--- src/rtl/uart_tx_arbiter.sv ---
// Purpose: round-robin share of one byte-wide UART transmitter among NREQ sources, frame-locked by req_last; optional WAIT_START timeout via `define UART_ARB_TIMEOUT_EN.
// Latency: grant to tx_int low is 2 cycles (IDLE->LOAD->STROBE); at least 1+STROBE_CYC+1+1+max(1,GAP_CYC) cycles per byte plus transmitter frame time.
// Backpressure: one byte in flight; a requester holds req/data/last until its 1-cycle ack, and the transmitter paces via bps_start.
module uart_tx_arbiter #(
    parameter int NREQ       = 2,
    parameter int ID_W       = 1,
    parameter int STROBE_CYC = 4,
    parameter int GAP_CYC    = 0
`ifdef UART_ARB_TIMEOUT_EN
    ,
    parameter int TIMEOUT_CYC = 4096
`endif
) (
    input  logic              clk,
    input  logic              rst,
    input  logic [NREQ-1:0]   req,
    input  logic [NREQ*8-1:0] req_data,
    input  logic [NREQ-1:0]   req_last,
    output logic [NREQ-1:0]   ack,
    output logic [7:0]        tx_data,
    output logic              tx_int,
    input  logic              bps_start,
    output logic              busy,
    output logic [ID_W-1:0]   grant_id,
    output logic              err_timeout
);

    localparam int CNT_W   = 16;
    localparam int GAP_LEN = (GAP_CYC == 0) ? 1 : GAP_CYC;

    typedef enum logic [2:0] {IDLE, LOAD, STROBE, WAIT_START, WAIT_DONE, GAP} state_t;

    state_t           state, state_nxt;
    logic [CNT_W-1:0] cnt;
    logic             lock;
    logic [ID_W-1:0]  rr_ptr;
    logic [ID_W-1:0]  cand;
    logic [ID_W-1:0]  pick;
    logic             found;
    logic [7:0]       data_arr [NREQ];
`ifdef UART_ARB_TIMEOUT_EN
    logic             timeout_hit;
`endif

    // Requester index base+off, wrapped at NREQ so non-power-of-2 counts never go out of range.
    function automatic logic [ID_W-1:0] wrap_add(input logic [ID_W-1:0] base, input int off);
        logic [ID_W:0] s;
        s = {1'b0, base} + (ID_W+1)'(off);
        if (s >= (ID_W+1)'(NREQ)) s = s - (ID_W+1)'(NREQ);
        return s[ID_W-1:0];
    endfunction

    // Unpack the flat data bus into one byte per requester.
    always_comb begin
        for (int i = 0; i < NREQ; i++) begin
            data_arr[i] = req_data[8*i +: 8];
        end
    end

    // Winner selection: locked owner only, else first requester at or after rr_ptr.
    always_comb begin
        found = 1'b0;
        pick  = grant_id;
        cand  = '0;
        if (lock) begin
            found = req[grant_id];
        end else begin
            // Scan from the far end so the smallest offset from rr_ptr is the last to win.
            for (int j = NREQ - 1; j >= 0; j--) begin
                cand = wrap_add(rr_ptr, j);
                if (req[cand]) begin
                    found = 1'b1;
                    pick  = cand;
                end
            end
        end
    end

    // Next-state logic for the per-byte handshake with the transmitter.
    always_comb begin
        state_nxt = state;
`ifdef UART_ARB_TIMEOUT_EN
        timeout_hit = 1'b0;
`endif
        case (state)
            IDLE:       if (found) state_nxt = LOAD;
            LOAD:       state_nxt = STROBE;
            STROBE:     if (cnt == CNT_W'(STROBE_CYC - 1)) state_nxt = WAIT_START;
            WAIT_START: begin
                if (bps_start) begin
                    state_nxt = WAIT_DONE;
`ifdef UART_ARB_TIMEOUT_EN
                end else if (cnt == CNT_W'(TIMEOUT_CYC - 1)) begin
                    state_nxt   = GAP;
                    timeout_hit = 1'b1;
`endif
                end
            end
            WAIT_DONE:  if (!bps_start) state_nxt = GAP;
            GAP:        if (cnt == CNT_W'(GAP_LEN - 1)) state_nxt = IDLE;
            default:    state_nxt = IDLE;
        endcase
    end

    // Decoded outputs: ack only during LOAD, strobe low only during STROBE so reset raises it at once.
    always_comb begin
        ack = '0;
        if (state == LOAD) ack[grant_id] = 1'b1;
    end

    assign tx_int = (state != STROBE);
    assign busy   = (state != IDLE);

    // State register; cnt restarts at zero on every state change and times STROBE, WAIT_START and GAP.
    always_ff @(posedge clk or posedge rst) begin
        if (rst) begin
            state <= IDLE;
            cnt   <= '0;
        end else begin
            state <= state_nxt;
            cnt   <= (state_nxt != state) ? '0 : cnt + 1'b1;
        end
    end

    // Grant, byte latch, frame lock and round-robin pointer; the pointer only moves at frame end.
    always_ff @(posedge clk or posedge rst) begin
        if (rst) begin
            grant_id <= '0;
            tx_data  <= '0;
            lock     <= 1'b0;
            rr_ptr   <= '0;
        end else begin
            if (state == IDLE && found) grant_id <= pick;
            if (state == LOAD) begin
                tx_data <= data_arr[grant_id];
                lock    <= ~req_last[grant_id];
                if (req_last[grant_id]) rr_ptr <= wrap_add(grant_id, 1);
            end
`ifdef UART_ARB_TIMEOUT_EN
            if (timeout_hit) begin
                lock   <= 1'b0;
                rr_ptr <= wrap_add(grant_id, 1);
            end
`endif
        end
    end

`ifdef UART_ARB_TIMEOUT_EN
    // Sticky flag: the transmitter never acknowledged a strobe.
    always_ff @(posedge clk or posedge rst) begin
        if (rst) err_timeout <= 1'b0;
        else if (timeout_hit) err_timeout <= 1'b1;
    end
`else
    assign err_timeout = 1'b0;
`endif

endmodule
--- config.mk ---
export PLATFORM = sky130hd
export DESIGN_NAME = uart_tx_arbiter
export DESIGN_NICKNAME = d
export VERILOG_FILES = /design/src/rtl/uart_tx_arbiter.sv
export SDC_FILE = /design/constraint.sdc
export NUM_CORES = 1
export LEC_CHECK = 0
export BUFFER_PORTS_ARGS = -buffer_cell sky130_fd_sc_hd__clkbuf_2
export CAP_MARGIN = 10
export CORE_MARGIN = 5
export CORE_UTILIZATION = 53
export CTS_CLUSTER_SIZE = 12
export DETAILED_ROUTE_END_ITERATION = 6
export PLACE_DENSITY = 0.9
export SETUP_SLACK_MARGIN = 0.2
export SLEW_MARGIN = 5
export SYNTH_ARGS = -nofsm -noshare
export SYNTH_HDL_FRONTEND = slang
export SYNTH_SLANG_ARGS = --single-unit
export TNS_END_PERCENT = 20
--- constraint.sdc ---
create_clock -name clk -period 2.55 [get_ports clk]
set_input_delay 0.3825 -clock clk [delete_from_list [all_inputs] [get_ports clk]]
set_output_delay 0.3825 -clock clk [all_outputs]
set_load 0.005 [all_outputs]
==> summary.txt, run 1 <==
Placed design
  – Dpl hpwl: 2400 µm
  – Worst slack, placed: 0.563 ns
  – PortBufs: 35
  – DP Cell Count: 234
  – Gpl congestion: 0.808

Timing
  – Relative slew slack: 53.0%
  – Min cycle time layout: 1.99 ns
  – Tcrit/Tclk final: 78.1%
  – Final hold vios: 0
  – Final WS setup: about 0.56 ns
  – Setup Skew: 0.0113 ns
  – Worst-Margin Slew: 0.704 ns
  – Setup TNS Final: 0 ns
  – Final Max Tran Viols: 0
  – Final setup violation count: 0
  – Hold Slack: 0.0914 ns
  – Unrepaired setup endpoints after global routing: false
  – F_max: 502 MHz

Run status
  – Status: finished clean

Clocking
  – CTS sink cnt: 30
  – Post CTS Setup Buffer Count: 0
  – H-tree depth: 2
  – Max clock buf depth: 2
  – Root Driver: clkbuf_4
  – Inserted Clock Buffers: 5
  – Cells resized by post-CTS repair: 0
  – Worst-skew pair later-pin latency: 0.32 ns
  – TritonCTS clock tree: done
  – Worst-path clk slew: 0.09 ns
  – Number of hold buffers added after cts: 0

Logic synthesis
  – Distinct cell type count of the synthesized netlist: 42
  – Mapped cell area: 1630 µm²
  – Yosys Warn Count: 0
  – Largest cells by area after synthesis: dfrtp_1, mux2i_1, nor3_1
  – Syn_nets: 197
  – Gate Count Post-Synth: 172
  – Synth top area share: 46.0%
  – #FFs+latches synth: 30
  – Synth area leader: dfrtp_1
  – Syn Area/Cell: 9.49 µm²
  – Post-synthesis sequential area ratio: 46.0%

Worst hold path
  – HP Class: in2async

Cells and area
  – Ant. Diodes: 0
  – Final non-filler cell total: 241
  – Filler Cell Count: between 200 and 300
  – Share of layout cells above drive strength 1: 26.9%
  – Layout Nets: around 230
  – Layout area overhead: 15.6%

Route
  – DRC violations left: 0
  – Post-route ant nets: 0
  – Vias: 1357
  – DR pass1 iterations: 4
  – DRT iter0 DRCs: 57
  – Drt via density: 5.63
  – Avg WL per Cell: about 14 µm
  – Total Wirelength: 3250 µm

Worst setup path
  – Critical path class: reg2reg
  – CP Data Arrival Time: 2.16 ns
  – Crit end category: register
  – Top fanout value on the critical path: 17
  – Required time of the critical path: 2.72 ns
  – Startpoint types: register

Global routing
  – Grt total ovfl: 0
  – GRT Resource Usage Total: 16.4%
  – Pin count of the biggest net entering global routing: 31
  – Initial antenna violation count: 0
  – First-pass GRT wire length: between 5000 and 6000 µm
  – Vias in the first global route: 1239

Floorplan
  – # rows: 20
  – Die ar.: 4290 µm²
  – Core Area: 3000 µm²
  – I/O Pins: 37
  – Chip Width: 65.5 µm
  – Starting Density: 54.3%
  – Die Ht: 65.5 µm

Flow run
  – Max cap viols: 0

Power
  – Net Sw Power: 0.700 mW
  – Worst VDD drop: a little over 400 µV
  – PnR Total Power: 1.74 mW
  – Clock power frac: between 10% and 20%
  – Logic pwr share: around 43%
  – Seq pwr share: 42.7%
  – Sw frac: approximately 40%
  – Static Leak: slightly below 0.9 nW
  – Pwr/cell area: 924 nW/µm²
  – P_int: 1.04 mW
## routing by layer
metal	vias to the layer above	wire length (µm)	share of wire (%)	global-route usage, %
met4	0	71	2.2	7.51
met1	630	1370	42	17.8
met5	-	0	0	0
met3	8	238	7.3	4.96
li1	675	-	-	-
met2	44	1570	48	29.0
## cells by family (layout without fill, tap and decap cells)
logic type	after synthesis	after routing	share of synthesized area [%]
and+or+nand+nor	76	76	25.5
DFF	30	30	46.0
AOI/OAI and AO/OA	23	23	9.13
buffers and inverters	17	53	4.29
xor gates and xnor gates	12	12	6.44
muxes	11	11	6.90
adders and majority gates	2	2	1.53
other	1	1	0.230
## cell usage in the layout, fill, tap and decap left out, drive strengths merged, types with 3 or more instances in the layout
cell and n:
xnor2 7, o21ai 5, nand3 7, nor3 18
nand2 11, inv 7, buf 4, nor4 5
nor3b 3, nand4 4, dfrtp 30, xor2 5
nor2 12, or3 4, clkbuf 40, mux2i 9
nor2b 3, a21oi 10
## flip-flops by register name (all words and copies together) (netlist names)
register / count
cnt: 16
tx_data: 8
state: 3
grant_id: 1
lock: 1
rr_ptr: 1
## cells in the mapped netlist, drive strengths merged
library cell and n:
dfrtp 30, nor2 12, buf 4, o22ai 1, nor3b 3, and4 1
o41ai 1, or3b 1, ha 2, xor2 5, or3 4, inv 7
nor4 5, nand4 4, nand3 7, a21oi 10, clkbuf 6, conb 1
nor3 18, xnor2 7, a211oi 2, and3 2, nand2 11, a31oi 1
mux2i 9, nand2b 2, o311ai 1, or4b 1, mux2 2, nor2b 3
and2 1, o211a 1, or2 1, o21ai 5, a22oi 1
## power groups by stage
stage	clock network (mW)	logic, mW	registers [mW]
global route	0.283	0.829	0.770
finish	0.253	0.747	0.744
detailed placement	0	0.753	0.755
CTS	0.265	0.755	0.745
global placement	0	0.727	0.744
floorplan	0	0.548	0.711
## layout make-up
class / instances / area, µm² / share of cell area, %
well taps: 33 / 41.3 / 2.19
multi-input cells: 125 / 816 / 43.2
inverters: 7 / 26.3 / 1.39
clock buffers: 5 / 37.5 / 1.99
repair buffers: 39 / 205 / 10.9
clock inverters: 2 / 10.0 / 0.531
flip-flops and latches: 30 / 751 / 39.8
## metrics by stage
| step | cell area (µm²) | util (%) |
|---|---|---|
| global route | 1890 | 62.8 |
| finish | 1890 | 62.8 |
| global placement | 1840 | 61.3 |
| detailed placement | 1840 | 61.3 |
| CTS | 1890 | 62.8 |
| floorplan | 1630 | - |
## worst max-delay path, stage by stage (launching register included)
cell and delay [ns]:
dfrtp_1 0.43, ha_1 0.32, or3b_1 0.39, o22ai_2 0.55
nor3_1 0.14
## worst paths after layout
path                              from       end  slack [ns]  cells past startpoint
worst max-delay path            cnt[0]   cnt[10]        0.56                      4
worst min-delay path               rst  state[1]        0.09                      3
worst max register to register  cnt[0]   cnt[10]        0.56                      4
worst min register to register  rr_ptr    rr_ptr        0.53                      2
max in group asynchronous          rst   cnt[13]        2.18                      3
min in group clk                req[0]  grant_id        0.28                      2
No activity file was read; power rests on OpenSTA's default activity.
==> inputs of run 2 (changes only) <==
--- a/config.mk
+++ b/config.mk
@@ -5,6 +5,7 @@
 export SDC_FILE = /design/constraint.sdc
 export NUM_CORES = 1
 export LEC_CHECK = 0
+export ABC_AREA = 1
 export BUFFER_PORTS_ARGS = -buffer_cell sky130_fd_sc_hd__clkbuf_2
 export CAP_MARGIN = 10
 export CORE_MARGIN = 5
==> constraint.sdc (replaced) <==
create_clock -name clk -period 1.85 [get_ports clk]
set_input_delay 0.2775 -clock clk [delete_from_list [all_inputs] [get_ports clk]]
set_output_delay 0.2775 -clock clk [all_outputs]
set_load 0.005 [all_outputs]
==> summary.txt, run 2 <==
Run status
  – Status: finished clean

Route
  – Vias: 1506 (+11%)
  – Uppermost layer routed: met4
  – Drt via density: 4.86 (-14%)
  – Met1 WL: 1580 µm (+15%)
  – Avg WL per Cell: 12.1 µm (-10%)
  – Post-route ant nets: 0 (unchanged)
  – Total Wirelength: 3760 µm (+16%)
  – DR pass1 iterations: 5 (+1)
  – WL met2: 1800 µm (+15%)
  – Met3 WL: 279 µm (+17%)
  – DRC violations left: 0 (unchanged)
  – DRT iter0 DRCs: 63 (+11%)

Cells and area
  – Final non-filler cell total: 310 (+29%)
  – Share of layout cells above drive strength 1: 32.3% (+5.4 points)
  – Commonest cells after routing, fill and taps aside: nand2_1, clkbuf_2, nor2_1, dfrtp_1, nand3_1
  – Commonest non-fill, non-tap cell in the layout: nand2_1
  – Layout Nets: 292 (+25%)
  – Ant. Diodes: 0 (unchanged)
  – Layout area overhead: 26.5%
  – Post-route cell area: 2140 µm² (+13%)
  – Largest register FFs: 16 (unchanged)
  – Largest regs: cnt (16), tx_data (8), state (3)
  – Top reg by flops: cnt

Placed design
  – Gpl congestion: 0.964 (+19%)
  – DP Area: 1920 µm² (+4.6%)
  – Dpl hpwl: 2490 µm (+3.8%)
  – PortBufs: 35 (unchanged)
  – Worst slack, placed: 0.238 ns (-0.325 ns)
  – DP Cell Count: 292 (+25%)

Timing
  – Final hold vios: 0 (unchanged)
  – Final WS setup: 0.177 ns (-0.382 ns)
  – Final Max Tran Viols: 0 (unchanged)
  – Min cycle time layout: 1.67 ns
  – F_max: 598 MHz
  – Tcrit/Tclk final: 90.4%
  – Final setup violation count: 0 (unchanged)
  – Setup TNS Final: 0 ns (unchanged)
  – Unrepaired setup endpoints after global routing: true
  – Setup Skew: 0.00587 ns (-0.00539 ns)

Worst hold path
  – HP Class: in2reg

Logic synthesis
  – Yosys Warn Count: 0 (unchanged)
  – Fraction of registers with async set or reset after synthesis: 100% (unchanged)
  – Ys flop type: dfrtp_1
  – Largest cells by area after synthesis: dfrtp_1, nand2_1, nor2_4
  – Gate Count Post-Synth: 213 (+24%)
  – Distinct cell type count of the synthesized netlist: 28 (-33%)
  – Synth area leader: dfrtp_1
  – Mapped cell area: 1690 µm² (+3.5%)
  – List of most frequent post-synthesis cells: nand2_1, nor2_1, dfrtp_1, nand3_1, inv_1
  – Most numerous cell in the Yosys netlist: nand2_1
  – #FFs+latches synth: 30 (unchanged)
  – Post-synth EDFFs: 0 (unchanged)
  – Synth top area share: 44.5% (-1.5 points)
  – Post-synthesis sequential area ratio: 44.5% (-1.5 points)
  – Syn Area/Cell: 7.92 µm² (-16%)
  – Syn_nets: 238 (+21%)

Global routing
  – Vias in the first global route: 1435 (+16%)
  – GRT Resource Usage Total: 19.1% (+2.8 points)
  – Pin count of the biggest net entering global routing: 31 (unchanged)
  – Initial antenna violation count: 0 (unchanged)
  – Grt total ovfl: 0 (unchanged)
  – First-pass GRT wire length: 6180 µm (+17%)

Floorplan
  – Die ar.: 4410 µm² (+2.9%)
  – Starting Density: 55.3% (+0.95 points)
  – Core Area: 3050 µm² (+1.7%)
  – Die Ht: 66.4 µm (+1.4%)
  – Chip Width: 66.4 µm (+1.4%)
  – # rows: 20 (unchanged)
  – I/O Pins: 37 (unchanged)

Clocking
  – Inserted Clock Buffers: 5 (unchanged)
  – Root Driver: clkbuf_4
  – Worst-path clk slew: 0.08 ns (about the same)
  – H-tree depth: 2 (unchanged)
  – CTS sink cnt: 30 (unchanged)
  – TritonCTS clock tree: done
  – Max clock buf depth: 2 (unchanged)
  – Worst-skew pair later-pin latency: 0.34 ns (+0.02 ns)

Power
  – Pwr/cell area: 1410 nW/µm² (+52%)
  – PnR Total Power: 3.00 mW (+72%)
  – Worst VDD drop: 936 µV (+130%)
  – Static Leak: 1.03 nW (+16%)

Worst setup path
  – CP Data Arrival Time: 1.40 ns (-0.76 ns)
  – Crit path largest cell delay: 0.40 ns (-0.15 ns)
  – CP max stage cell: dfrtp_1
  – Startpoint types: register
  – R2R setup slack: 0.20 ns (-0.36 ns)
  – Critical path class: reg2out
  – Top fanout value on the critical path: 6 (-11)
  – Crit end category: output port
  – Crit path cell chain: inv_4, nor3_4, nand2_2, clkinv_4, buf_6
  – Required time of the critical path: 1.57 ns (-1.15 ns)

Flow run
  – Max cap viols: 0 (unchanged)
[run 2: changes by cell type after synthesis, sizes merged, moves of 9 or more]
| cell | change |
|---|---|
| inv | +17 |
| nand2 | +47 |
| nor3 | -13 |
| mux2i | -9 |
| nand3 | +15 |
| nor2 | +32 |
[run 2: power by group]
part	internal, mW	switching, mW
registers	0.843	0.159
logic	0.703	0.914
clock network	0.171	0.213
total	1.72	1.29
[run 2: worst max-delay path: cells and delay by family, from the launching register on]
family	cells	cell delay (ns)
buffers and inverters	3	0.23
DFF	1	0.40
and+or+nand+nor	2	0.42
[run 2: routing by layer]
metal  up-vias  GRT usage, %
met5         -             0
met4         0          10.9
met3         9          5.78
met2        51          30.5
met1       678          22.7
li1        768             -
[run 2: repair_timing]
| action | in CTS | in global routing |
|---|---|---|
| hold endpoints to repair | 30 | 0 |
| pin swaps | 3 | 3 |
| cloned | 0 | 1 |
| resized for setup | 7 | 8 |
| buffers inserted | 7 | 3 |
| setup endpoints to repair | 2 | 19 |
| hold buffers | 1 | 0 |
[run 2: layout make-up]
| cell class | instances | area, µm² |
|---|---|---|
| clock buffers | 6 | 51.3 |
| fillers | 257 | 917 |
| inverters | 25 | 104 |
| multi-input cells | 156 | 853 |
| flip-flops and latches | 30 | 753 |
| well taps | 44 | 55.1 |
| repair buffers | 49 | 319 |
[run 2: logic make-up (layout without fill, tap and decap cells)]
kind of cell	count (synthesis)	after routing	synth area share (%)
AOI/OAI and AO/OA	11	11	3.56
adders and majority gates	2	2	1.48
buffers and inverters	27	80	6.89
other	1	1	0.222
xor gates and xnor gates	9	9	4.67
and+or+nand+nor	133	133	38.7
DFF	30	30	44.5
[run 2: final timing paths]
| check | startpoint | end | cells after the start |
|---|---|---|---|
| setup reg to reg | cnt[5] | cnt[9] | 6 |
| max in group asynchronous | rst | state[1] | 4 |
| hold / removal | req_last[0] | lock | 2 |
| min in group asynchronous | rst | tx_data[7] | 4 |
| setup / recovery | state[0] | ack[0] | 5 |
| hold reg to reg | cnt[0] | cnt[0] | 1 |
[run 2: metrics by stage]
| stage | hold slack (ns) | utilization (%) |
|---|---|---|
| 2_1_floorplan | 0.361 | - |
| 3_3_place_gp | 0.344 | 63.0 |
| 3_5_place_dp | 0.350 | 63.0 |
| 4_1_cts | 0.116 | 67.3 |
| 5_1_grt | 0.135 | 70.0 |
| 6_report | 0.129 | 70.0 |
